[src/rtl/axi_burst_master.sv]
`timescale 1ns/1ps
// Burst master: turns one user command into an address handshake plus a data
// burst on the WR_*/RD_* slave channels, flagging ID/LAST errors and stalls.
module axi_burst_master #(
  parameter int unsigned TIMEOUT = 4095
) (
  input  logic        clk,
  input  logic        rst,
  input  logic        CMD_VALID,
  output logic        CMD_READY,
  input  logic        CMD_WR,
  input  logic [31:0] CMD_ADDR,
  input  logic [7:0]  CMD_LEN,
  input  logic [3:0]  CMD_ID,
  input  logic [31:0] U_WR_DATA,
  input  logic [3:0]  U_WR_STRB,
  input  logic        U_WR_VALID,
  output logic        U_WR_READY,
  output logic [31:0] U_RD_DATA,
  output logic [3:0]  U_RD_ID,
  output logic        U_RD_LAST,
  output logic        U_RD_VALID,
  input  logic        U_RD_READY,
  output logic        DONE,
  output logic        ERR_LAST,
  output logic        ERR_ID,
  output logic        ERR_TIMEOUT,
  output logic [31:0] WR_ADDR,
  output logic [7:0]  WR_LEN,
  output logic [3:0]  WR_ID,
  output logic        WR_ADDR_VALID,
  input  logic        WR_ADDR_READY,
  output logic [31:0] WR_DATA,
  output logic [3:0]  WR_STRB,
  output logic        WR_DATA_VALID,
  output logic        WR_DATA_LAST,
  input  logic        WR_DATA_READY,
  input  logic [3:0]  WR_BACK_ID,
  output logic [31:0] RD_ADDR,
  output logic [7:0]  RD_LEN,
  output logic [3:0]  RD_ID,
  output logic        RD_ADDR_VALID,
  input  logic        RD_ADDR_READY,
  input  logic [31:0] RD_DATA,
  input  logic [3:0]  RD_BACK_ID,
  input  logic        RD_DATA_LAST,
  input  logic        RD_DATA_VALID,
  output logic        RD_DATA_READY
);
  localparam int unsigned CW = 9;
  localparam int unsigned TW = 16;
  localparam bit          TMO_EN   = (TIMEOUT != 0);
  localparam logic [TW-1:0] TMO_LAST = TW'(TIMEOUT - 1);

  typedef enum logic [2:0] {IDLE, WADDR, WDATA, RADDR, RDATA} state_t;

  state_t        state;
  logic [31:0]   addr_q;
  logic [7:0]    len_q;
  logic [3:0]    id_q;
  logic [CW-1:0] beat_cnt;
  logic [TW-1:0] tmo_cnt;

  logic wdata_act, rdata_act, last_beat;
  logic cmd_hs, waddr_hs, raddr_hs, wbeat, rbeat, any_hs, tmo_hit;

  assign wdata_act = (state == WDATA);
  assign rdata_act = (state == RDATA);
  assign last_beat = (beat_cnt == {1'b0, len_q});

  // Data channels are straight pass-throughs, forced low outside their phase.
  assign WR_DATA_VALID = wdata_act & U_WR_VALID;
  assign U_WR_READY    = wdata_act & WR_DATA_READY;
  assign WR_DATA       = wdata_act ? U_WR_DATA : '0;
  assign WR_STRB       = wdata_act ? U_WR_STRB : '0;
  assign WR_DATA_LAST  = wdata_act & last_beat;

  assign RD_DATA_READY = rdata_act & U_RD_READY;
  assign U_RD_VALID    = rdata_act & RD_DATA_VALID;
  assign U_RD_DATA     = rdata_act ? RD_DATA : '0;
  assign U_RD_ID       = rdata_act ? RD_BACK_ID : '0;
  assign U_RD_LAST     = rdata_act & last_beat;

  assign WR_ADDR = addr_q;
  assign WR_LEN  = len_q;
  assign WR_ID   = id_q;
  assign RD_ADDR = addr_q;
  assign RD_LEN  = len_q;
  assign RD_ID   = id_q;

  assign cmd_hs   = CMD_VALID & CMD_READY;
  assign waddr_hs = WR_ADDR_VALID & WR_ADDR_READY;
  assign raddr_hs = RD_ADDR_VALID & RD_ADDR_READY;
  assign wbeat    = WR_DATA_VALID & WR_DATA_READY;
  assign rbeat    = RD_DATA_VALID & RD_DATA_READY;
  assign any_hs   = waddr_hs | raddr_hs | wbeat | rbeat;
  assign tmo_hit  = TMO_EN && (state != IDLE) && !any_hs && (tmo_cnt == TMO_LAST);

  always_ff @(posedge clk) begin
    if (!rst) begin
      state         <= IDLE;
      CMD_READY     <= 1'b0;
      addr_q        <= '0;
      len_q         <= '0;
      id_q          <= '0;
      beat_cnt      <= '0;
      tmo_cnt       <= '0;
      WR_ADDR_VALID <= 1'b0;
      RD_ADDR_VALID <= 1'b0;
      DONE          <= 1'b0;
      ERR_LAST      <= 1'b0;
      ERR_ID        <= 1'b0;
      ERR_TIMEOUT   <= 1'b0;
    end else begin
      DONE        <= 1'b0;
      ERR_LAST    <= 1'b0;
      ERR_ID      <= 1'b0;
      ERR_TIMEOUT <= 1'b0;
      if (tmo_hit) begin
        // Stalled too long: drop every request and return to IDLE without DONE.
        state         <= IDLE;
        CMD_READY     <= 1'b1;
        WR_ADDR_VALID <= 1'b0;
        RD_ADDR_VALID <= 1'b0;
        ERR_TIMEOUT   <= 1'b1;
        tmo_cnt       <= '0;
        beat_cnt      <= '0;
      end else begin
        if (any_hs || state == IDLE) tmo_cnt <= '0;
        else                         tmo_cnt <= tmo_cnt + TW'(1);
        case (state)
          IDLE: begin
            if (cmd_hs) begin
              CMD_READY <= 1'b0;
              addr_q    <= CMD_ADDR;
              len_q     <= CMD_LEN;
              id_q      <= CMD_ID;
              beat_cnt  <= '0;
              if (CMD_WR) begin
                state         <= WADDR;
                WR_ADDR_VALID <= 1'b1;
              end else begin
                state         <= RADDR;
                RD_ADDR_VALID <= 1'b1;
              end
            end else begin
              CMD_READY <= 1'b1;
            end
          end
          WADDR: if (waddr_hs) begin
            WR_ADDR_VALID <= 1'b0;
            state         <= WDATA;
          end
          RADDR: if (raddr_hs) begin
            RD_ADDR_VALID <= 1'b0;
            state         <= RDATA;
          end
          WDATA: if (wbeat) begin
            if (last_beat) begin
              state     <= IDLE;
              CMD_READY <= 1'b1;
              DONE      <= 1'b1;
              ERR_ID    <= (WR_BACK_ID != id_q);
              beat_cnt  <= '0;
            end else begin
              beat_cnt <= beat_cnt + CW'(1);
            end
          end
          RDATA: if (rbeat) begin
            // Burst length follows our own count; a wrong RD_DATA_LAST is only flagged.
            ERR_LAST <= (RD_DATA_LAST != last_beat);
            ERR_ID   <= (RD_BACK_ID != id_q);
            if (last_beat) begin
              state     <= IDLE;
              CMD_READY <= 1'b1;
              DONE      <= 1'b1;
              beat_cnt  <= '0;
            end else begin
              beat_cnt <= beat_cnt + CW'(1);
            end
          end
          default: begin
            state     <= IDLE;
            CMD_READY <= 1'b0;
          end
        endcase
      end
    end
  end

endmodule
[config.mk]
export PLATFORM = sky130hd
export DESIGN_NAME = axi_burst_master
export DESIGN_NICKNAME = d
export VERILOG_FILES = /design/src/rtl/axi_burst_master.sv
export SDC_FILE = /design/constraint.sdc
export NUM_CORES = 1
export LEC_CHECK = 0
export ABC_AREA = 1
export BUFFER_PORTS_ARGS = -buffer_cell sky130_fd_sc_hd__buf_2
export CAP_MARGIN = 15
export CORE_AREA = 3 3 116 118
export CTS_BUF_LIST = sky130_fd_sc_hd__clkbuf_8
export DETAILED_ROUTE_END_ITERATION = 7
export DIE_AREA = 0 0 119 121
export HOLD_SLACK_MARGIN = 0.06
export PLACE_DENSITY_LB_ADDON = 0.05
export RECOVER_POWER = 25
export SLEW_MARGIN = 20
export SYNTH_ARGS = -nofsm -noshare
export SYNTH_HDL_FRONTEND = slang
export SYNTH_SLANG_ARGS = --single-unit
[constraint.sdc]
create_clock -name clk -period 1.59 [get_ports clk]
set_input_delay 0.318 -clock clk [delete_from_list [all_inputs] [get_ports clk]]
set_output_delay 0.318 -clock clk [all_outputs]
set_load 0.03 [all_outputs]
# Word-level counts from Yosys, hierarchy flattened
# Index checks and enable logic that the tools add are counted.
# totals
ff_bits	79
input_bits	131
output_inout_bits	173
elab_cells	111
# classes
add_sub_neg	2
n_eq_ne	19
mux	40
n_bitwise	18
n_reduce_logical	19
# ops
op	n
32-bit two-way mux	2
9-bit two-way mux	4
9-bit case mux with 3 select lines	1
1-bit two-way mux	18
3-bit two-way mux	6
16-bit by 1-bit adder with 16-bit output, second input constant	1
16-bit by 12-bit == test with 1-bit output, second input constant	1
3-bit case mux with 5 select lines	1
4-bit AND reduction	3
1-bit bitwise AND	11
2-bit != test, second input constant	5
9-bit by 1-bit adder with 9-bit output, second input constant	1
9-bit by 8-bit == test with 1-bit output	1
4-bit two-way mux	2
4-bit != test	2
1-bit case mux with 2 select lines	4
3-bit by 2-bit == test with 1-bit output, second input constant	2
2-bit by 1-bit != test with 1-bit output, second input constant	3
3-bit by 1-bit != test with 1-bit output, second input constant	2
3-bit AND reduction	2
3-bit nonzero test	2
5-bit AND reduction	1
1-bit inverter	4
1-bit case mux with 4 select lines	1
13 further kinds	18

# Logic depth before layout (Yosys ltp)
# Gate-level depths: netlist (run 1).
# depth
word_depth	10
mapped_depth	12
ltp_nobuf	12

# Worst setup path before layout (run 1)
# OpenSTA, ideal clock, no wires.
# synth_path
path_type	register to output
startpoint	register len_q[3], in the netlist RD_LEN[3]
endpoint	output U_RD_LAST
t_arrival_ns	1.618
required_time_ns	1.272
setup_slack_ns	-0.346
stages_incl_launch_ff	10
path_buffers	1
cell_sequence	dfxtp_1 > inv_1 > nand2_1 > nand2_1 > inv_1 > nand2_1 > nor2_1 > nand3_1 > clkbuf_1 > nor2_1
# synth_between
elab_chain_cells	2
# synth_lines
element	line	text
start, declared	59	logic [7:0] len_q;
start signal, assigned	104	len_q <= '0;
start signal, assigned	136	len_q <= CMD_LEN;
9-bit by 8-bit == test with 1-bit output	69	assign last_beat = (beat_cnt == {1'b0, len_q});
1-bit bitwise AND	82	assign U_RD_LAST = rdata_act & last_beat;
end, declared	21	output logic U_RD_LAST,
# No other way between the ends.

# Worst setup path in the final report (run 1)
# layout_path
startpoint	register state[0]
endpoint	output U_RD_DATA[22]
# layout_between
elab_chain_cells	2
# layout_lines
element	line	text
start, declared	57	state_t state;
start signal, assigned	101	state <= IDLE;
start signal, assigned	121	state <= IDLE;
start signal, assigned	140	state <= WADDR;
3-bit == test	68	assign rdata_act = (state == RDATA);
32-bit two-way mux	80	assign U_RD_DATA = rdata_act ? RD_DATA : '0;
end, declared	19	output logic [31:0] U_RD_DATA,
# No other way between the ends.

==> results of run 1 <==
-- worst max-delay path by stage --
stage	start	endpoint	slack, ns	cells past startpoint
3_5_place_dp	state[2]	beat_cnt[1]	-0.06	9
4_1_cts	RD_LEN[2]	U_RD_LAST	-0.25	6
3_3_place_gp	beat_cnt[7]	WR_DATA_LAST	-0.03	8
6_report	state[0]	U_RD_DATA[22]	-0.31	6
5_1_grt	RD_LEN[0]	WR_DATA_LAST	-0.38	8
2_1_floorplan	state[0]	U_RD_ID[0]	-0.07	5
-- worst min-delay path, delay by kind of cell --
| kind | cells | cell delay [ns] |
|---|---|---|
| compound gates | 2 | 0.13 |
| buf+inv | 1 | 0.09 |
-- routing by layer --
metal | up-vias | part of all wire [%] | track usage, %
met3 | 32 | 5.4 | 5.64
li1 | 2762 | - | -
met5 | - | 0 | 0
met2 | 193 | 53 | 44.6
met4 | 0 | 2.3 | 7.89
met1 | 2711 | 39 | 26.4
-- flip-flops by register name, indices dropped and copies added (netlist names) --
| register | count |
|---|---|
| state | 3 |
| RD_ADDR | 32 |
| WR_ADDR_VALID | 1 |
| RD_ID | 4 |
| ERR_ID | 1 |
| DONE | 1 |
| CMD_READY | 1 |
| ERR_TIMEOUT | 1 |
| RD_LEN | 8 |
| beat_cnt | 9 |
| ERR_LAST | 1 |
| tmo_cnt | 16 |
| RD_ADDR_VALID | 1 |
-- per-stage QoR --
step	total power, W	utilization (%)	setup WS, ns	instance area (um2)
final	0.0132	72.9	-0.311	9170
after global routing	0.0138	72.9	-0.384	9170
after CTS	0.0117	64.0	-0.248	8040
after detailed placement	0.00841	52.2	-0.0632	6560
after global placement	0.00834	52.2	-0.0254	6560
after floorplan	0.00699	-	-0.0699	5000
-- cells by family (layout without fill, tap and decap cells) --
logic type	Yosys count	in the layout	share of synthesized area [%]
AO/OA/AOI/OAI	113	113	12.7
XOR/XNOR	25	25	4.81
adder cells (fa/ha/maj)	3	3	0.824
buffers and inverters	233	580	23.3
flip-flops	79	79	34.7
other	0	2	0
AND/OR/NAND/NOR	246	247	23.7
-- synthesized netlist by cell type --
master	count
o21ai_0	47
o21ai_2	1
buf_1	1
nor3b_1	1
buf_8	1
ha_1	3
a21boi_0	1
inv_1	158
o211ai_1	1
o22ai_1	1
clkbuf_1	22
o31ai_1	1
xor2_1	19
nor2_1	102
inv_4	1
nand3_1	19
buf_4	45
dfxtp_1	79
nand3_2	1
nand2_4	2
nand2_2	4
nor3_1	9
xnor2_1	6
nor2_2	14
nand2_1	78
nor2_4	2
buf_2	2
nand4_1	14
a21oi_1	61
inv_2	3
-- final cells by class --
type / instances / area, um2
repair buffers: 402 / 3340
inverters: 162 / 631
clock buffers: 10 / 138
fillers: 938 / 3400
diodes: 2 / 5.00
clock inverters: 6 / 92.6
multi-input cells: 388 / 3130
flip-flops and latches: 79 / 1610
well taps: 172 / 215
-- repair_timing --
action | in CTS | in global routing
setup endpoints to repair | 102 | 157
buffers inserted | 25 | 15
gates resized for setup | 236 | 234
gates cloned | 12 | 17
pin swaps | 14 | 59
endpoints found under the hold margin | 0 | 0
-- power by group --
part	switching (W)	total (W)	leakage, nW	internal [W]
Combinational	0.00526	0.00883	3.61	0.00358
Sequential	0.000323	0.00269	0.651	0.00236
Clock	0.000772	0.00171	0.109	0.000935
==> results_dict.tcl, run 1 <==
set metrics [dict create \
    post_route_cells_drive_above_1_share_pct 61.2 \
    netlist.top_cell.by_area "dfxtp_1" \
    initialDrtViolationCount 204 \
    yosys_warnings 0 \
    layout_setup_ws_ns -0.311 \
    period_needed_ns 1.90 \
    grt_start_max_net_pins 55 \
    post_drt_via_cell_ratio 4.67 \
    die-area_mm2 0.0144 \
    synth-seq-cells 79 \
    failed_checks "negative setup slack" \
    portion_of_synthesized_cell_area_occupied_by_the_leading_cell_type_pct 34.7 \
    finalClockSkew_ns 0.0142 \
    ys_top_cells_by_area "dfxtp_1 35%, inv_1 13%, nor2_1 8.4%" \
    layout.cells.most_common "buf_2" \
    commonest_cells_after_routing_fill_and_taps_aside "202 x buf_2, 148 x inv_1, 95 x buf_6" \
    power-per-cell-area_mw_per_mm2 1440 \
    cts.path.max_buffers 2 \
    timing_worst_setup_path_type "flip-flop to output pin" \
    first_pass_iters 6 \
    stdcell_count 1221 \
    critical-path-max-stage-delay_ns 0.37 \
    clk_latency_ns 0.35 \
    cap_viol_max_count 0 \
    num-nets-final 1176 \
    postRouteWirelength_um 20300 \
    type_of_the_worst_min_delay_path "primary input to flip-flop" \
    total_leakage_power_nw 4.37 \
    syn-cell-area_mm2 0.00455 \
    reg_clk_slew_reported_paths_ns 0.09 \
    cts_inserted_buffers 9 \
    crit_path_max_fanout 6 \
    synth.lib_cells_used.distinct 30 \
    critical_path_required_ns 1.27 \
    layout_worst_path_cycle_share_pct 120 \
    final-setup-viol-count 157 \
    worst-r2r-cell-count 13 \
    syn-num-nets 833 \
    cpMostUsedCell "nor2_4" \
    outcome "finished, violations left" \
    overflow 0 \
    reg2reg_slack_ns -0.22 \
    worstSetupStartpointType "flip-flop" \
    area_delta_synth_final_pct 101 \
    number_of_antenna_violations_at_the_first_check_in_global_routing 2 \
    io_pins 304 \
    ctsRootBufferMaster "clkbuf_8" \
    dp_hpwl_um 12100 \
    postRouteAntennaNets 0 \
    min_to "RD_ADDR[5]" \
    ir_worst_vdd_v 0.000959 \
    whs_path_depth 3 \
    die_width_um 119 \
    fin_worst_hold_slack_ns 0.215 \
    clock_tree.htree_level_count 3 \
    worstReg2RegEnd "state[2]" \
    first_global_vias 5476 \
    grt_usage_pct 23.8 \
    place_congestion 0.958 \
    floorplan.core_area_mm2 0.0126 \
    initial_core_util_pct 36.2 \
    detailroute.via_count 5698 \
    final_count_of_pins_violating_max_slew 0 \
    cts_sinks 79 \
    fp-row-count 41 \
    post_drt_wl_per_cell_um 16.6 \
    tightest_slew_ns 0.481 \
    post_cts_hold_buffer_count 0 \
    timing_hold_violations_final 0 \
    wire_length_of_the_first_global_routing_pass_um 27600 \
    remaining_drc_errors 0 \
    timing.critical_path.to_type "output pin" \
    relSlewSlack_pct 68.0 \
    critical_path.cell_chain "nor2_4 > nand2_8 > buf_12 > buf_16 > nor2_4 > buf_6" \
    cts_tree "built" \
    timing.rr.start "state[0]" \
    syn_area_per_cell_um2 6.52 \
    postSynthCellCount 699 \
    critical_path.slowest_cell "dfxtp_4" \
    place.port_buffers 303 \
    maxClockFrequency_mhz 526 \
    post-place-cells 1138 \
    finalSetupTns_ns -27.96 \
    hold_start "CMD_ADDR[5]" \
    critical-path-top-delay-family "buffers and inverters" \
    synth.yosys.seq_area_share_pct 34.7 \
    worst-endpoint-arrival_ns 1.58 \
    grt_setup_unrepaired "yes" \
    worst-path-buf-inv 3 \
    die_height_um 121 \
]
Note: power is estimated with default switching activity, not from simulation.
==> run 2, diff against run 1 <==
--- a/config.mk
+++ b/config.mk
@@ -5,13 +5,13 @@
 export SDC_FILE = /design/constraint.sdc
 export NUM_CORES = 1
 export LEC_CHECK = 0
-export ABC_AREA = 1
+export ABC_AREA = 0
 export BUFFER_PORTS_ARGS = -buffer_cell sky130_fd_sc_hd__buf_2
 export CAP_MARGIN = 15
-export CORE_AREA = 3 3 116 118
+export CORE_AREA = 3 3 117 119
 export CTS_BUF_LIST = sky130_fd_sc_hd__clkbuf_8
 export DETAILED_ROUTE_END_ITERATION = 7
-export DIE_AREA = 0 0 119 121
+export DIE_AREA = 0 0 120 122
 export HOLD_SLACK_MARGIN = 0.06
 export PLACE_DENSITY_LB_ADDON = 0.05
 export RECOVER_POWER = 25
==> results_dict.tcl, run 2 <==
set metrics [dict create \
    postSynth.topFlopCell "dfxtp_1" \
    overflow 0 \
    reg_clk_slew_reported_paths_ns 0.09 \
    place_congestion 0.825 \
    synth.lib_cells_used.distinct 49 \
    postRouteAntennaNets 0 \
    remaining_drc_errors 0 \
    post_cts_hold_buffer_count 0 \
    ys_top_cells_by_count "108 x nand2_1, 79 x dfxtp_1, 77 x and2_1, 46 x buf_4, 44 x a21boi_0" \
    number_of_antenna_violations_at_the_first_check_in_global_routing 0 \
    timing.critical_path.to_type "flip-flop" \
    layout_worst_path_cycle_share_pct 132 \
    ir_worst_vdd_v 0.000664 \
    post_route_cells_drive_above_1_share_pct 72.7 \
    post_drt_wl_per_cell_um 18.3 \
    floorplan.core_area_mm2 0.0127 \
    cts.path.max_buffers 2 \
    cap_viol_max_count 0 \
    total_leakage_power_nw 4.32 \
    initialDrtViolationCount 278 \
    wire_length_of_the_first_global_routing_pass_um 28100 \
    type_of_the_worst_min_delay_path "primary input to flip-flop" \
    cts_inserted_buffers 9 \
    fp-row-count 41 \
    outcome "finished, violations left" \
    synth-seq-cells 79 \
    io_pins 304 \
    post_drt_via_cell_ratio 4.70 \
    detailroute.via_count 5242 \
    first_global_vias 5112 \
    grt_usage_pct 24.7 \
    dp_hpwl_um 12200 \
    power_switching_share_pct 42.3 \
    final_core_utilization_pct 72.0 \
    ys_top_cells_by_area "dfxtp_1 36%, and2_1 11%, nand2_1 9.2%" \
    relSlewSlack_pct 45.5 \
    syn_area_per_cell_um2 8.06 \
    layout_setup_ws_ns -0.509 \
    die_width_um 120 \
    yosys_warnings 0 \
    place.port_buffers 303 \
    synth_enable_flop_cells 0 \
    antenna_diodes 0 \
    yosys.cell_count.top_type "nand2_1" \
    syn-cell-area_mm2 0.00439 \
    timing_hold_violations_final 0 \
    tightest_slew_ns 0.807 \
    period_needed_ns 2.10 \
    final-setup-viol-count 157 \
    cts_sinks 79 \
    clk_latency_ns 0.36 \
    final_count_of_pins_violating_max_slew 0 \
    initial_core_util_pct 34.7 \
    maxClockFrequency_mhz 476 \
    finalClockSkew_ns 0.0178 \
    syn-num-nets 679 \
    ctsRootBufferMaster "clkbuf_8" \
    grt_start_max_net_pins 26 \
    comb_power_share_pct 64.1 \
    postSynthCellCount 545 \
    grt_setup_unrepaired "yes" \
    die-area_mm2 0.0146 \
    failed_checks "negative setup slack" \
    power_w 0.0110 \
    synth.yosys.seq_area_share_pct 36.0 \
    reg2reg_slack_ns -0.51 \
    crit_path_max_fanout 3 \
    critical_path.cell_chain "xor2_2 > nor4_4 > nand3_2 > buf_4 > buf_6 > or4_4 > a21oi_2" \
    die_height_um 122 \
    timing_worst_setup_path_type "flip-flop to flip-flop" \
    worst-endpoint-arrival_ns 2.38 \
    postSynth.asyncResetShare_pct 0 \
    clock_tree.htree_level_count 3 \
    critical_path.slowest_cell "or4_4" \
    portion_of_synthesized_cell_area_occupied_by_the_leading_cell_type_pct 36.0 \
    critical_path_required_ns 1.87 \
    switchingPower_w 0.00467 \
    postRouteWirelength_um 20400 \
    number_of_flip_flops_in_the_largest_register 32 \
    netlist.top_cell.by_area "dfxtp_1" \
    first_pass_iters 4 \
    seq_power_share_pct 22.2 \
    power-per-cell-area_mw_per_mm2 1210 \
    critical-path-max-stage-delay_ns 0.47 \
    area_delta_synth_final_pct 108 \
    num-nets-final 1073 \
    layout.cells.most_common "buf_2" \
    commonest_cells_after_routing_fill_and_taps_aside "202 x buf_2, 109 x buf_6, 83 x buf_4" \
    internal-power_w 0.00638 \
    worstSetupStartpointType "flip-flop" \
    power.clock.fraction_pct 13.7 \
    cts_tree "built" \
]
-- run 2: cell count changes in the layout (fill, tap and decap cells not counted), moves of 26 or more --
cell      change
nand2_4      +26
o21ai_2      -31
nor2_4       -75
nand2_2      +33
a21oi_2      -51
and2_4       +76
nand2_1      -31
inv_1       -144
a21boi_1     +27
buf_4        +38
-- run 2: power groups by stage --
stage	clock [W]	sequential, W	combinational (W)
finish	0.00151	0.00245	0.00708
global placement	0	0.00245	0.00431
CTS	0.00156	0.00241	0.00603
detailed placement	0	0.00246	0.00432
global route	0.00163	0.00249	0.00742
floorplan	0	0.00281	0.00252
-- run 2: final timing paths --
check | from | end | cells past startpoint
worst max-delay path | beat_cnt[5] | ERR_ID | 7
worst min-delay path | CMD_LEN[1] | RD_LEN[1] | 3
worst max register to register | beat_cnt[5] | ERR_ID | 7
worst min register to register | RD_ADDR[7] | RD_ADDR[7] | 2
-- run 2: area by class of cell --
cell class                      instances  area (um2)
Clock inverter                          7        72.6
Fill cell                             931        3550
Sequential cell                        79        1610
Multi-Input combinational cell        392        3300
Tap cell                              172         215
Clock buffer                            9         124
Timing Repair Buffer                  454        3790
Inverter                                3        11.3
-- run 2: logic make-up after synthesis --
group           count (synthesis)  share of synthesized area [%]
fa+ha+maj                       3                          0.855
simple gates                  277                           31.8
flops                          79                           36.0
buf+inv                        74                           10.7
xor+xnor                       36                           7.18
compound gates                 76                           13.4
-- run 2: critical path: cells and delay by family, from the launching register on --
kind | cells | cell delay [ns]
AO/OA/AOI/OAI | 1 | 0.15
XOR/XNOR | 1 | 0.18
buffers and inverters | 2 | 0.31
flip-flops | 1 | 0.34
AND/OR/NAND/NOR | 3 | 1.04
-- run 2: metrics by stage --
stage / instances / setup TNS [ns] / instance area [um2] / setup slack, ns / hold slack [ns]
global route: 1116 / -51.71 / 9120 / -0.563 / 0.166
CTS: 1099 / -36.58 / 8370 / -0.511 / 0.152
global placement: 1032 / -5.62 / 6580 / -0.312 / 0.458
floorplan: 545 / -1.82 / 4640 / -0.234 / 0.437
finish: 1116 / -41.02 / 9120 / -0.509 / 0.179
detailed placement: 1032 / -7.53 / 6580 / -0.335 / 0.469
-- run 2: per-layer routing --
metal  wire length (um)  global-route usage, %
met1               8300                   28.7
met2              10500                   45.0
met3               1220                   6.04
met4                340                   7.30
met5                  0                      0
-- run 2: repair_timing --
action	4_1_cts	5_1_grt
gates resized for setup	297	194
setup buffers	35	20
pin swaps	86	107
setup endpoints to repair	121	157
cloned	16	10
hold endpoints to repair	0	0
==> run 3, diff against run 2 <==
--- a/config.mk
+++ b/config.mk
@@ -13,7 +13,7 @@
 export DETAILED_ROUTE_END_ITERATION = 7
 export DIE_AREA = 0 0 120 122
 export HOLD_SLACK_MARGIN = 0.06
-export PLACE_DENSITY_LB_ADDON = 0.05
+export PLACE_DENSITY_LB_ADDON = 0.15
 export RECOVER_POWER = 25
 export SLEW_MARGIN = 20
 export SYNTH_ARGS = -nofsm -noshare
==> results_dict.tcl, run 3 (synthesized netlist as in run 2, its figures left out) <==
set metrics [dict create \
    placedInstanceArea_mm2 0.00662 \
    worstReg2RegEnd "ERR_ID" \
    die_height_um 122 \
    failed_checks "negative setup slack" \
    die_width_um 120 \
    cts_sinks 79 \
    final_count_of_pins_violating_max_slew 0 \
    fp-row-count 41 \
    number_of_flip_flops_in_the_largest_register 32 \
    stdcell_count 1098 \
    place_congestion 0.784 \
    place.port_buffers 303 \
    num-nets-final 1054 \
    timing.rr.start "RD_LEN[1]" \
    number_of_antenna_violations_at_the_first_check_in_global_routing 1 \
    crit_path_max_fanout 3 \
    seq_power_share_pct 22.6 \
    power.clock.fraction_pct 15.1 \
    timing.critical_path.to_type "output pin" \
    cts_tree "built" \
    post_cts_hold_buffer_count 0 \
    commonest_cells_after_routing_fill_and_taps_aside "200 x buf_2, 106 x buf_6, 80 x nand2_1" \
    die-area_mm2 0.0146 \
    cap_viol_max_count 0 \
    worst-endpoint-arrival_ns 1.76 \
    whs_path_depth 3 \
    cts_inserted_buffers 9 \
    io_pins 304 \
    power-per-cell-area_mw_per_mm2 1230 \
    first_pass_iters 4 \
    initialDrtViolationCount 228 \
    comb_power_share_pct 62.3 \
    hold_start "CMD_ADDR[20]" \
    relSlewSlack_pct 58.4 \
    reg2reg_slack_ns -0.46 \
    post_route_cells_drive_above_1_share_pct 67.5 \
    num-fill-cells 966 \
    critical_path.cell_chain "xor2_1 > nor4_4 > nand3_4 > nor2_4 > buf_6" \
    finalClockSkew_ns 0.0128 \
    postLayoutCellArea_mm2 0.00877 \
    maxClockFrequency_mhz 481 \
    timing_hold_violations_final 0 \
    power_switching_share_pct 41.6 \
    outcome "finished, violations left" \
    grt_setup_unrepaired "yes" \
    period_needed_ns 2.08 \
    layout_setup_ws_ns -0.489 \
    remaining_drc_errors 0 \
    total_leakage_power_nw 4.17 \
    floorplan.core_area_mm2 0.0127 \
    first_global_vias 5241 \
    worst-r2r-cell-count 7 \
    finalSetupTns_ns -39.37 \
    type_of_the_worst_min_delay_path "primary input to flip-flop" \
    ir_worst_vdd_v 0.000773 \
    post-place-cells 1036 \
    final-setup-viol-count 127 \
    detailroute.via_count 5197 \
    reg_clk_slew_reported_paths_ns 0.09 \
    worst-path-buf-inv 1 \
    critical_path.slowest_cell "nor4_4" \
    clock_tree.htree_level_count 3 \
    postRouteAntennaNets 0 \
    layout.cells.most_common "buf_2" \
    grt_usage_pct 24.0 \
    critical-path-top-delay-family "simple AND/OR/NAND/NOR gates" \
    cts.path.max_buffers 2 \
    ctsRootBufferMaster "clkbuf_8" \
    critical-path-max-stage-delay_ns 0.37 \
    initial_core_util_pct 34.7 \
    post_drt_wl_per_cell_um 17.6 \
    critical_path_required_ns 1.27 \
    clk_latency_ns 0.37 \
    wire_length_of_the_first_global_routing_pass_um 27800 \
    tightest_slew_ns 0.616 \
    layout_worst_path_cycle_share_pct 131 \
    worstSetupStartpointType "flip-flop" \
    area_delta_synth_final_pct 99.5 \
    post_drt_via_cell_ratio 4.73 \
    internal-power_w 0.00629 \
    overflow 0 \
    switchingPower_w 0.00448 \
    postRouteWirelength_um 19300 \
    dp_hpwl_um 12800 \
    min_to "RD_ADDR[20]" \
    timing_worst_setup_path_type "flip-flop to output pin" \
    grt_start_max_net_pins 45 \
]
==> run 3: worst max-delay path by stage <==
stage	end	slack (ns)	cells after the start	startpoint
2_1_floorplan	ERR_ID	-0.23	5	RD_LEN[5]
3_5_place_dp	ERR_ID	-0.39	5	beat_cnt[5]
6_report	WR_DATA_LAST	-0.49	5	RD_LEN[1]
5_1_grt	WR_DATA_LAST	-0.57	5	RD_LEN[1]
4_1_cts	U_RD_LAST	-0.49	5	RD_LEN[6]
3_3_place_gp	ERR_ID	-0.34	5	RD_LEN[5]
==> run 3: repair_timing <==
| action | CTS | global route |
|---|---|---|
| setup endpoints to repair | 144 | 156 |
| pin swaps | 52 | 120 |
| buffers inserted | 23 | 15 |
| resized for setup | 275 | 174 |
| gates cloned | 13 | 4 |
==> run 3: worst min-delay path, stage by stage <==
cell and delay (ns):
buf_2 0.09, nand2_1 0.04, a21boi_1 0.05
==> run 3: metal layers <==
layer | wire [um] | GRT usage (%)
met4 | 466 | 6.23
met2 | 10600 | 45.0
met1 | 7130 | 26.8
met5 | 0 | 0
met3 | 1150 | 6.41
==> run 3: stage by stage <==
step           util, %  setup slack, ns  power (W)  hold WS (ns)
2_1_floorplan        -           -0.234    0.00533         0.437
3_3_place_gp      52.2           -0.341    0.00678         0.460
3_5_place_dp      52.2           -0.391    0.00685         0.467
4_1_cts           64.6           -0.491    0.00976         0.167
5_1_grt           69.2           -0.572     0.0113         0.161
6_report          69.2           -0.489     0.0108         0.178
==> run 3: power by group through the flow <==
| stage | clock [W] | combinational [W] | sequential (W) |
|---|---|---|---|
| floorplan | 0 | 0.00252 | 0.00281 |
| global placement | 0 | 0.00433 | 0.00246 |
| detailed placement | 0 | 0.00438 | 0.00247 |
| CTS | 0.00168 | 0.00566 | 0.00242 |
| global route | 0.00177 | 0.00704 | 0.00246 |
| finish | 0.00163 | 0.00670 | 0.00243 |
==> run 3: final cells by class <==
type / count / area [um2] / area share (%)
Inverter: 3 / 11.3 / 0.128
Clock inverter: 4 / 52.6 / 0.599
Antenna cell: 1 / 2.50 / 0.0285
Multi-Input combinational cell: 392 / 3180 / 36.3
Timing Repair Buffer: 435 / 3520 / 40.2
Clock buffer: 12 / 165 / 1.88
Sequential cell: 79 / 1610 / 18.4
Tap cell: 172 / 215 / 2.46
